$ cat src/rtl/seg7_scan_display.sv
// Six-digit common-anode seven-segment scanner for the HH:MM:SS time word.
// The time word is captured once per frame, and each digit slot begins with a short blanking window.
module seg7_scan_display #(
    parameter int unsigned SCAN_DIV  = 50_000,
    parameter int unsigned BLANK_CYC = 500
) (
    input  logic        clk,
    input  logic        rst,
    input  logic [23:0] data_in,
    output logic [5:0]  sel,
    output logic [7:0]  seg
);

    localparam int unsigned    CW        = $clog2(SCAN_DIV);
    localparam logic [CW-1:0]  CNT_LAST  = CW'(SCAN_DIV - 1);
    localparam logic [CW-1:0]  BLANK_END = CW'(BLANK_CYC);
    localparam logic [3:0]     DASH      = 4'd10;

    logic [CW-1:0] cnt_q, cnt_d;
    logic [2:0]    idx_q, idx_d;
    logic [23:0]   snap_q, snap_d;
    logic [5:0]    sel_q, sel_d;
    logic [7:0]    seg_q, seg_d;

    logic [7:0]    byte_val;
    logic [3:0]    digit;
    logic          dp_n;

    function automatic logic [6:0] seg_code(input logic [3:0] d);
        logic [6:0] code;
        case (d)
            4'd0:    code = 7'h40;
            4'd1:    code = 7'h79;
            4'd2:    code = 7'h24;
            4'd3:    code = 7'h30;
            4'd4:    code = 7'h19;
            4'd5:    code = 7'h12;
            4'd6:    code = 7'h02;
            4'd7:    code = 7'h78;
            4'd8:    code = 7'h00;
            4'd9:    code = 7'h10;
            default: code = 7'h3F;
        endcase
        return code;
    endfunction

    always_comb begin
        cnt_d  = cnt_q + CW'(1);
        idx_d  = idx_q;
        snap_d = snap_q;
        if (cnt_q == CNT_LAST) begin
            cnt_d = '0;
            idx_d = (idx_q == 3'd5) ? 3'd0 : idx_q + 3'd1;
            // Frame boundary: a whole frame always shows one captured time value.
            if (idx_q == 3'd5) begin
                snap_d = data_in;
            end
        end
    end

    always_comb begin
        case (idx_q[2:1])
            2'd0:    byte_val = snap_q[7:0];
            2'd1:    byte_val = snap_q[15:8];
            default: byte_val = snap_q[23:16];
        endcase

        if (byte_val > 8'd99) begin
            digit = DASH;
        end else if (idx_q[0]) begin
            digit = 4'(byte_val / 8'd10);
        end else begin
            digit = 4'(byte_val % 8'd10);
        end

        dp_n = !(((idx_q == 3'd2) || (idx_q == 3'd4)) && !snap_q[0]);

        seg_d = {dp_n, seg_code(digit)};
        if (cnt_q < BLANK_END) begin
            sel_d = '1;
        end else begin
            sel_d = ~(6'd1 << idx_q);
        end
    end

    always_ff @(posedge clk) begin
        if (rst) begin
            cnt_q  <= '0;
            idx_q  <= '0;
            snap_q <= '0;
            sel_q  <= '1;
            seg_q  <= '1;
        end else begin
            cnt_q  <= cnt_d;
            idx_q  <= idx_d;
            snap_q <= snap_d;
            sel_q  <= sel_d;
            seg_q  <= seg_d;
        end
    end

    assign sel = sel_q;
    assign seg = seg_q;

endmodule

$ cat config.mk
export PLATFORM = sky130hd
export DESIGN_NAME = seg7_scan_display
export DESIGN_NICKNAME = d
export VERILOG_FILES = /design/src/rtl/seg7_scan_display.sv
export SDC_FILE = /design/constraint.sdc
export NUM_CORES = 1
export LEC_CHECK = 0
export CORE_MARGIN = 2
export CORE_UTILIZATION = 40
export CTS_CLUSTER_DIAMETER = 200
export CTS_CLUSTER_SIZE = 28
export DETAILED_ROUTE_END_ITERATION = 6
export PLACE_DENSITY_LB_ADDON = 0.12
export REMOVE_ABC_BUFFERS = 1
export SYNTH_ARGS = -nofsm -noshare
export SYNTH_HDL_FRONTEND = slang
export SYNTH_SLANG_ARGS = --single-unit
export TNS_END_PERCENT = 1
$ cat constraint.sdc
create_clock -name clk -period 5.8 [get_ports clk]
set_input_delay 1.16 -clock clk [delete_from_list [all_inputs] [get_ports clk]]
set_output_delay 1.16 -clock clk [all_outputs]
set_load 0.02 [all_outputs]
* Yosys cells after proc, flatten, opt, wreduce, memory -nomap -nowiden
Memory sizes are Yosys's and may differ from the RTL's. A register that Yosys moved wholly into a read port is not among the register bits.
Index checks and enable logic that the tools add are counted.
** Cells by class
- Eq/ne operators :: 5
- Shift-type cells :: 1
- $add $sub $neg :: 2
- Multiplexer cells :: 4
- Magnitude comparators :: 2
- Bitwise gates (word level) :: 1
- Reductions and logical operators :: 8
- Divide/modulo/power cells :: 2
** Operator list (count)
- adder 16 x 1 -> 16 bit (second input constant) :: 1
- equality test 16 bit (second input constant) :: 1
- less-than comparator 16 x 9 -> 1 bit (second input constant) :: 1
- one-hot mux 8 bit (2 select lines) :: 1
- divider 8 x 4 -> 8 bit (second input constant) :: 1
- greater-than comparator 8 x 7 -> 1 bit (second input constant) :: 1
- remainder unit 8 x 4 -> 8 bit (second input constant) :: 1
- two-way mux 4 bit :: 2
- equality test 3 bit (second input constant) :: 2
- inverter 6 bit :: 1
- << shifter 1 x 3 -> 6 bit (first input constant) :: 1
- OR reduction 2 bit :: 2
- adder 3 x 1 -> 3 bit (second input constant) :: 1
- equality test 3 x 2 -> 1 bit (second input constant) :: 1
- two-way mux 3 bit :: 1
- equality test 2 x 1 -> 1 bit (second input constant) :: 1
- logical NOT 1 bit :: 2
- logical NOT 2 bit :: 1
- AND reduction 2 bit :: 1
- logical AND 1 bit :: 1
- logical OR 1 bit :: 1
** Word-level totals
- Word-level logic and storage cells :: 31
- Memories kept :: 1
- Output and inout port bits :: 14
- Bits in read-only memories :: 112
- Register bits :: 57
- Bits of input ports :: 26
** Memories
- (no name shown) :: words 16, width 7, rd ports 1, clocked after Yosys merged registers in 1, wr ports 0, line 31 : case (d)

* Depth between registers and ports, before layout
Gate-level depths: netlist of run 1.
- Word-level depth :: 5
- Mapped depth :: 19
- Gate-level depth less buffers :: 16

* Least setup slack after synthesis of run 1
No wires, ideal clock.
- Kind :: flip-flop to flip-flop
- Start point :: register idx_q[1]
- End point :: register seg_q[5] (netlist: seg[5])
- Stages on the path, launching flop included :: 19
- Path slack :: 1.767 ns
- Data arrival time :: 3.958 ns
- Clock period less this slack :: 4.033 ns
- Path through :: dfxtp_1 -> buf_6 -> mux2i_2 -> o21a_2 -> buf_4 -> nor2_2 -> xnor2_1 -> a311oi_2 -> ha_1 -> o21a_1 -> a2111oi_4 -> o31a_1 -> o41a_1 -> or4_4 -> o311ai_4 -> inv_4 -> ha_1 -> mux2_4 -> a22oi_2
** On the way
- Word-level cells in the longest chain between the ends :: 5
- Elaborated cells on any way between the ends :: 8
** Ends and longest elaborated chain
- start, declared :: line 20 : logic [2:0] idx_q, idx_d;
- start signal, assigned :: line 95 : idx_q <= idx_d;
- equality test 2 x 1 -> 1 bit / logical NOT 2 bit (equally long branches) :: line 62 : case (idx_q[2:1])
- one-hot mux 8 bit (2 select lines) * :: line 62
- remainder unit 8 x 4 -> 8 bit / divider 8 x 4 -> 8 bit (equally long branches) :: line 73, 71
- two-way mux 4 bit :: line 70 : end else if (idx_q[0]) begin
- two-way mux 4 bit * :: line 68 : if (byte_val > 8'd99) begin
- end, declared :: line 23 : logic [7:0] seg_q, seg_d;
Mark *: on every way between the ends. The rest lies on a longest branch, timed or not.
A chain may end at the register's enable or synchronous reset.

* Worst setup path in the final report of run 1
Same ends and word-level chain as after synthesis.

==> results of run 1 <==
sequential cells by signal, summed over array words and instances, names as in the netlist:
name / cells
seg: 8
idx_q: 3
cnt_q: 16
snap_q: 24
sel: 6
worst max path at each step:
stage | start | end | slack (ns) | cells past startpoint
2_1_floorplan | idx_q[1]$_SDFFE_PP0N_ | seg[5]$_SDFF_PP1_ | 1.52 | 16
3_3_place_gp | idx_q[1]$_SDFFE_PP0N_ | seg[5]$_SDFF_PP1_ | 0.95 | 15
3_5_place_dp | idx_q[1]$_SDFFE_PP0N_ | seg[5]$_SDFF_PP1_ | 0.81 | 15
4_1_cts | idx_q[1]$_SDFFE_PP0N_ | seg[5]$_SDFF_PP1_ | 0.78 | 15
5_1_grt | idx_q[1]$_SDFFE_PP0N_ | seg[5]$_SDFF_PP1_ | 0.36 | 16
6_report | idx_q[1]$_SDFFE_PP0N_ | seg[5]$_SDFF_PP1_ | 0.75 | 15
critical path: stages, from the launching register on:
cell and delay, ns:
dfxtp_1 0.80, mux2i_1 0.19, o21ai_2 0.57, nor2_2 0.16, xnor2_1 0.17, a311oi_2 0.51, ha_1 0.33, and3_1 0.17
nand3_1 0.16, a21oi_1 0.40, nor2_1 0.13, ha_1 0.23, o31a_1 0.33, a32oi_4 0.33, mux2_4 0.34, a22oi_2 0.16
power breakdown:
part	switching, mW	internal [mW]	total, mW
clock	0.160	0.240	0.400
combinational	0.0140	0.0223	0.0363
sequential	0.00182	0.395	0.397
synth_stat cells (5+ instances only):
cell,number
nand2_1,74
dfxtp_1,57
nor2_1,42
a21oi_1,32
nand3_1,13
clkbuf_1,11
ha_1,10
mux2i_1,10
a31oi_1,9
o21ai_0,9
xnor2_1,9
nor3_1,8
o211ai_1,7
xor2_1,7
and3_1,6
inv_1,6
o21ai_2,6
buf_6,5
routing by layer:
layer	vias up	routed length, microns	track usage (%)
met3	5	266	4.57
li1	1471	-	-
met2	53	3220	25.7
met5	-	0	0
met1	1280	3780	24.8
met4	0	72	5.19
final cells by class:
| class | count | area, sq um | area share, % |
|---|---|---|---|
| multi-input cells | 310 | 1950 | 50.3 |
| flip-flops and latches | 57 | 1140 | 29.5 |
| repair buffers | 42 | 413 | 10.7 |
| clock buffers | 10 | 128 | 3.30 |
| well taps | 102 | 128 | 3.30 |
| clock inverters | 6 | 82.6 | 2.13 |
| inverters | 8 | 32.5 | 0.840 |
kinds of logic after synthesis:
logic type,count (synthesis),share of synthesized area [%]
flip-flops,57,35.1
adder cells (fa/ha/maj),11,4.19
buffers and inverters,30,5.23
XOR/XNOR,16,4.31
multiplexers,12,3.96
AND/OR/NAND/NOR,168,23.2
AO/OA/AOI/OAI,103,24.0
stage by stage:
stage / instance area, sq um / power, mW / setup slack, ns / utilization [%]
after floorplan: 3120 / 0.415 / 1.52 / -
after global placement: 3660 / 0.442 / 0.951 / 46.9
after detailed placement: 3660 / 0.443 / 0.809 / 46.9
after CTS: 3870 / 0.848 / 0.776 / 49.6
after global routing: 3870 / 0.865 / 0.357 / 49.6
final: 3870 / 0.833 / 0.748 / 49.6
==> results by group, run 1 <==
Global routing
  • First-pass GRT wire length: between 10 and 15 mm
  • Initial antenna violation count: 0
  • Largest net degree at the start of global routing: 42
  • Tot GR Track Use: approximately 17%
  • GRT overflow: 0
  • Number of global-route vias before repair: 2582

Final layout
  • Layout cell share with drive strength beyond 1: 11.3%
  • Fill count: between 800 and 900
  • NumNets Final: 464
  • Non-Filler Instances: around 540
  • Area Growth Syn to Fin: 19.0%
  • Most common cell after layout, fill and taps aside: nand2_1
  • # diodes: 0
  • Most frequent cells in the layout: nand2_1, dfxtp_1, nor2_1, clkdlybuf4s50_1, a21oi_1

Logic synthesis
  • Sequential area share after synthesis: 35.1%
  • Area share of the largest cell type after synthesis: around a third
  • EDFF count, synth: 0
  • Post-synth top area cell: dfxtp_1
  • Yosys warns: 0
  • Count of cell types in the netlist: 67
  • Flops & latches, synth: between 50 and 60
  • Ys async rst share: 0%
  • Top cells by area, synth: dfxtp_1, nand2_1, a21oi_1
  • Synth Cell Area: 0.00325 sq mm
  • Syn avg cell area: 8.19 sq um
  • Synth Flop Type: dfxtp_1
  • Post-synthesis cell count: between 300 and 400

Clock tree
  • TritonCTS Sinks: 57
  • Hold-fix buffers, CTS: 0
  • Postcts setup bufs: 0
  • Htree depth: 3
  • Worst-Skew Late Latency: approximately 0.33 ns
  • Clock buffer depth: 2
  • Post-cts resize count: 0
  • Root Buffer: clkbuf_8
  • CTS tree: built
  • Clk slew on worst S/H paths: roughly 0.070 ns
  • Total CTS buffers: 9

Detailed routing
  • 1st-iter DRT viols: between 150 and 200
  • Via-to-Cell Ratio: 5.25
  • Drt wl/cell: around 14 microns
  • Post-DRT Antenna Nets: 0
  • DR vias: approximately 2800
  • Post-route DRC: 0
  • Final wirelength: between 7 and 8 mm
  • First-pass iteration count of the detailed router: 4

Worst setup path
  • Reg2Reg Setup Slack: 0.75 ns
  • WS Path Type: reg -> reg
  • Critical Path RT: roughly 6 ns
  • CP Capture Type: flop
  • FF-to-FF path depth: 15
  • Worst flop-to-flop path endpoint: seg[5]$_SDFF_PP1_
  • Worst EP arrival: ~5.3 ns
  • Crit start category: flop
  • RR Startpoint: idx_q[1]$_SDFFE_PP0N_
  • Max FO, Critical Path: 17

Timing
  • Hold Vio Cnt, Final: 0
  • Worst-Margin Slew: slightly above 1 ns
  • Relative slew slack: about a third
  • Unrepaired setup endpoints after global routing: false
  • Fin crit share: between 80% and 90%
  • Setup TNS: 0 ns
  • Max Slew Vio Count: 0
  • F_max: around 200 MHz
  • Minimum clock period: between 5 and 6 ns
  • Clock Skews: roughly 0.0077 ns
  • Hold WS: 0.444 ns
  • Endpoints failing setup: 0

Floorplan
  • Die area: 0.00887 sq mm
  • Initial Utilization: 41.7%
  • Die extent in x: 94.2 microns
  • Ports: 40
  • FP Rows: 32
  • Die Height: around 94 microns
  • Core Footprint: 0.00781 sq mm

Min path
  • Hold Path Stages: 1
  • Worst Hold Class: reg -> reg
  • Hold Startpoint: cnt_q[0]$_SDFF_PP0_
  • Hold EP: cnt_q[0]$_SDFF_PP0_

Run
  • Maxcap violations: 0

Pwr
  • Pleak: 1.33 nW
  • PwrDens: approximately 220 mW/mm^2
  • Peak VDD IR: ~0.00011 V

Outcome
  • Status: complete, no violations

Place
  • Placer Congestion: 0.952
  • Input/output buffers: 39
  • Placed insts: a little over 500
  • HPWL after DPL: between 5 and 6 mm
No activity file was read; power rests on OpenSTA's default activity.
==> run 2: changes to the inputs <==
CORE_MARGIN = unset   (was 2)
CORE_UTILIZATION = 56   (was 40)
==> run 2 against run 1 <==
Effect of this change: clock power is 17% lower; critical endpoint is now seg[0]$_SDFF_PP1_; final area decreased by 1.9%; worst setup slack better by 0.078 ns; wire length down 1.3%; clock skew hardly changed; core utilization up 19 points; largest power group is now sequential cells.
==> results by group, run 2 (synthesized netlist as in run 1, its figures left out) <==
Detailed routing
  • Via-to-Cell Ratio: 5.83
  • Post-DRT Antenna Nets: 0
  • Post-route DRC: 0
  • Final wirelength: between 7 and 8 mm
  • 1st-iter DRT viols: between 200 and 250
  • Drt wl/cell: roughly 14 microns
  • DR vias: between 2000 and 3000
  • First-pass iteration count of the detailed router: 4

Final layout
  • Max FFs per register: 24
  • Most frequent cells in the layout: nand2_1, dfxtp_1, nor2_1, clkdlybuf4s50_1, a21oi_1
  • Fill count: 486
  • FF+latch area: 0.00114 sq mm
  • Multi-input gate area: around 0.0019 sq mm
  • Layout cell share with drive strength beyond 1: a little under an eighth
  • Largest Register: snap_q
  • Final Util: ~70%
  • Area Growth Syn to Fin: 16.7%
  • NumNets Final: roughly 460
  • # diodes: 0
  • Most common cell after layout, fill and taps aside: nand2_1

Timing
  • Setup TNS: 0 ns
  • Clock Skews: between 0.008 and 0.009 ns
  • F_max: 201 MHz
  • Unrepaired setup endpoints after global routing: false
  • Max Slew Vio Count: 0
  • Endpoints failing setup: 0
  • Fin crit share: a little under nine tenths
  • Hold Vio Cnt, Final: 0
  • Minimum clock period: slightly below 5 ns
  • Worst-Margin Slew: between 0.9 and 1 ns
  • Relative slew slack: between 30 and 40%

Place
  • HPWL after DPL: 5.17 mm
  • Placer Congestion: around 0.9
  • Input/output buffers: 39

Clock tree
  • Total CTS buffers: 9
  • Worst-Skew Late Latency: between 0.3 and 0.4 ns
  • Clk slew on worst S/H paths: about 0.07 ns
  • Root Buffer: clkbuf_8
  • Hold-fix buffers, CTS: 0
  • Htree depth: 3
  • Post-cts resize count: 0
  • Clock buffer depth: 2
  • Postcts setup bufs: 0
  • CTS tree: built
  • TritonCTS Sinks: 57

Floorplan
  • Initial Utilization: between 50% and 60%
  • FP Rows: 27
  • Die extent in x: 78.2 microns
  • Core Footprint: roughly 0.0055 sq mm
  • Die area: 0.00612 sq mm
  • Die Height: ~78 microns
  • Ports: 40

Worst setup path
  • Critical Path RT: 6.01 ns
  • Crit start category: flop
  • Max FO, Critical Path: 17
  • Worst EP arrival: 5.18 ns
  • CP Capture Type: flop
  • WS Path Type: reg -> reg

Pwr
  • Pleak: roughly 1.3 nW
  • Peak VDD IR: between 0.0002 and 0.0003 V
  • PwrDens: 202 mW/mm^2

Global routing
  • Largest net degree at the start of global routing: between 40 and 50
  • First-pass GRT wire length: between 10 and 15 mm
  • Number of global-route vias before repair: between 2000 and 3000
  • Initial antenna violation count: 0
  • GRT overflow: 0
  • Tot GR Track Use: roughly 25%

Outcome
  • Status: complete, no violations

Min path
  • Worst Hold Class: reg -> reg

Run
  • Maxcap violations: 0
[run 2: cell count changes in the layout (fill, tap and decap cells not counted)]
cell	previous run	this run
clkinv_2	3	2
buf_4	3	2
clkbuf_1	1	0
clkbuf_8	9	10
clkinvlp_4	1	2
clkinv_4	0	1
bufinv_16	2	0
inv_6	0	1
[run 2: stage by stage]
stage | cells | setup WS (ns) | hold slack [ns] | total power [mW] | cell area, sq um
CTS | 504 | 0.927 | 0.451 | 0.773 | 3800
detailed placement | 488 | 0.933 | 0.441 | 0.443 | 3620
global placement | 488 | 1.08 | 0.430 | 0.442 | 3620
finish | 504 | 0.826 | 0.441 | 0.766 | 3800
floorplan | 375 | 1.52 | 0.413 | 0.415 | 3120
global route | 504 | 0.376 | 0.464 | 0.795 | 3800
[run 2: report_power, final]
group	internal, mW	switching (mW)	leakage (nW)
registers	0.395	0.00166	0.462
clock network	0.167	0.166	0.0887
logic	0.0224	0.0141	0.759
[run 2: path summary, 6_finish.rpt]
check,from,end,slack (ns),cells past startpoint
min,cnt_q[0]$_SDFF_PP0_,cnt_q[0]$_SDFF_PP0_,0.44,1
max,idx_q[1]$_SDFFE_PP0N_,seg[0]$_SDFF_PP1_,0.83,15
min reg2reg,cnt_q[0]$_SDFF_PP0_,cnt_q[0]$_SDFF_PP0_,0.44,1
max reg2reg,idx_q[1]$_SDFFE_PP0N_,seg[0]$_SDFF_PP1_,0.83,15
[run 2: final cells by class]
| cell class | count | area share [%] |
|---|---|---|
| multi-input combinational | 310 | 51.3 |
| sequential | 57 | 30.0 |
| timing repair buffer | 41 | 10.7 |
| clock buffer | 10 | 3.62 |
| tap | 72 | 2.37 |
| clock inverter | 6 | 1.12 |
| inverter | 8 | 0.857 |
[run 2: per-layer routing]
layer | share of wire (%) | track usage [%] | vias up
met2 | 49 | 42.4 | 76
met4 | 2.6 | 11.1 | 0
li1 | - | - | 1472
met5 | 0 | 0 | -
met3 | 3.4 | 5.23 | 18
met1 | 45 | 30.8 | 1373
[run 2: critical path: stages (launching register included)]
cell and delay, ns:
dfxtp_1 0.75, mux2i_1 0.20, o21ai_2 0.56, nor2_2 0.16
xnor2_1 0.18, a311oi_2 0.51, ha_1 0.32, and3_1 0.17
nand3_1 0.17, a21oi_1 0.34, nor2_1 0.12, ha_1 0.23
o31a_1 0.33, a32oi_4 0.33, mux2i_1 0.34, a22oi_1 0.14
==> run 3: changes to the inputs <==
ABC_CLOCK_PERIOD_IN_PS = 5800   (was unset)
HOLD_SLACK_MARGIN = 0.12   (was unset)
==> results of run 3 <==
The final DEF is identical to that of run 2; final timing and power are the same.
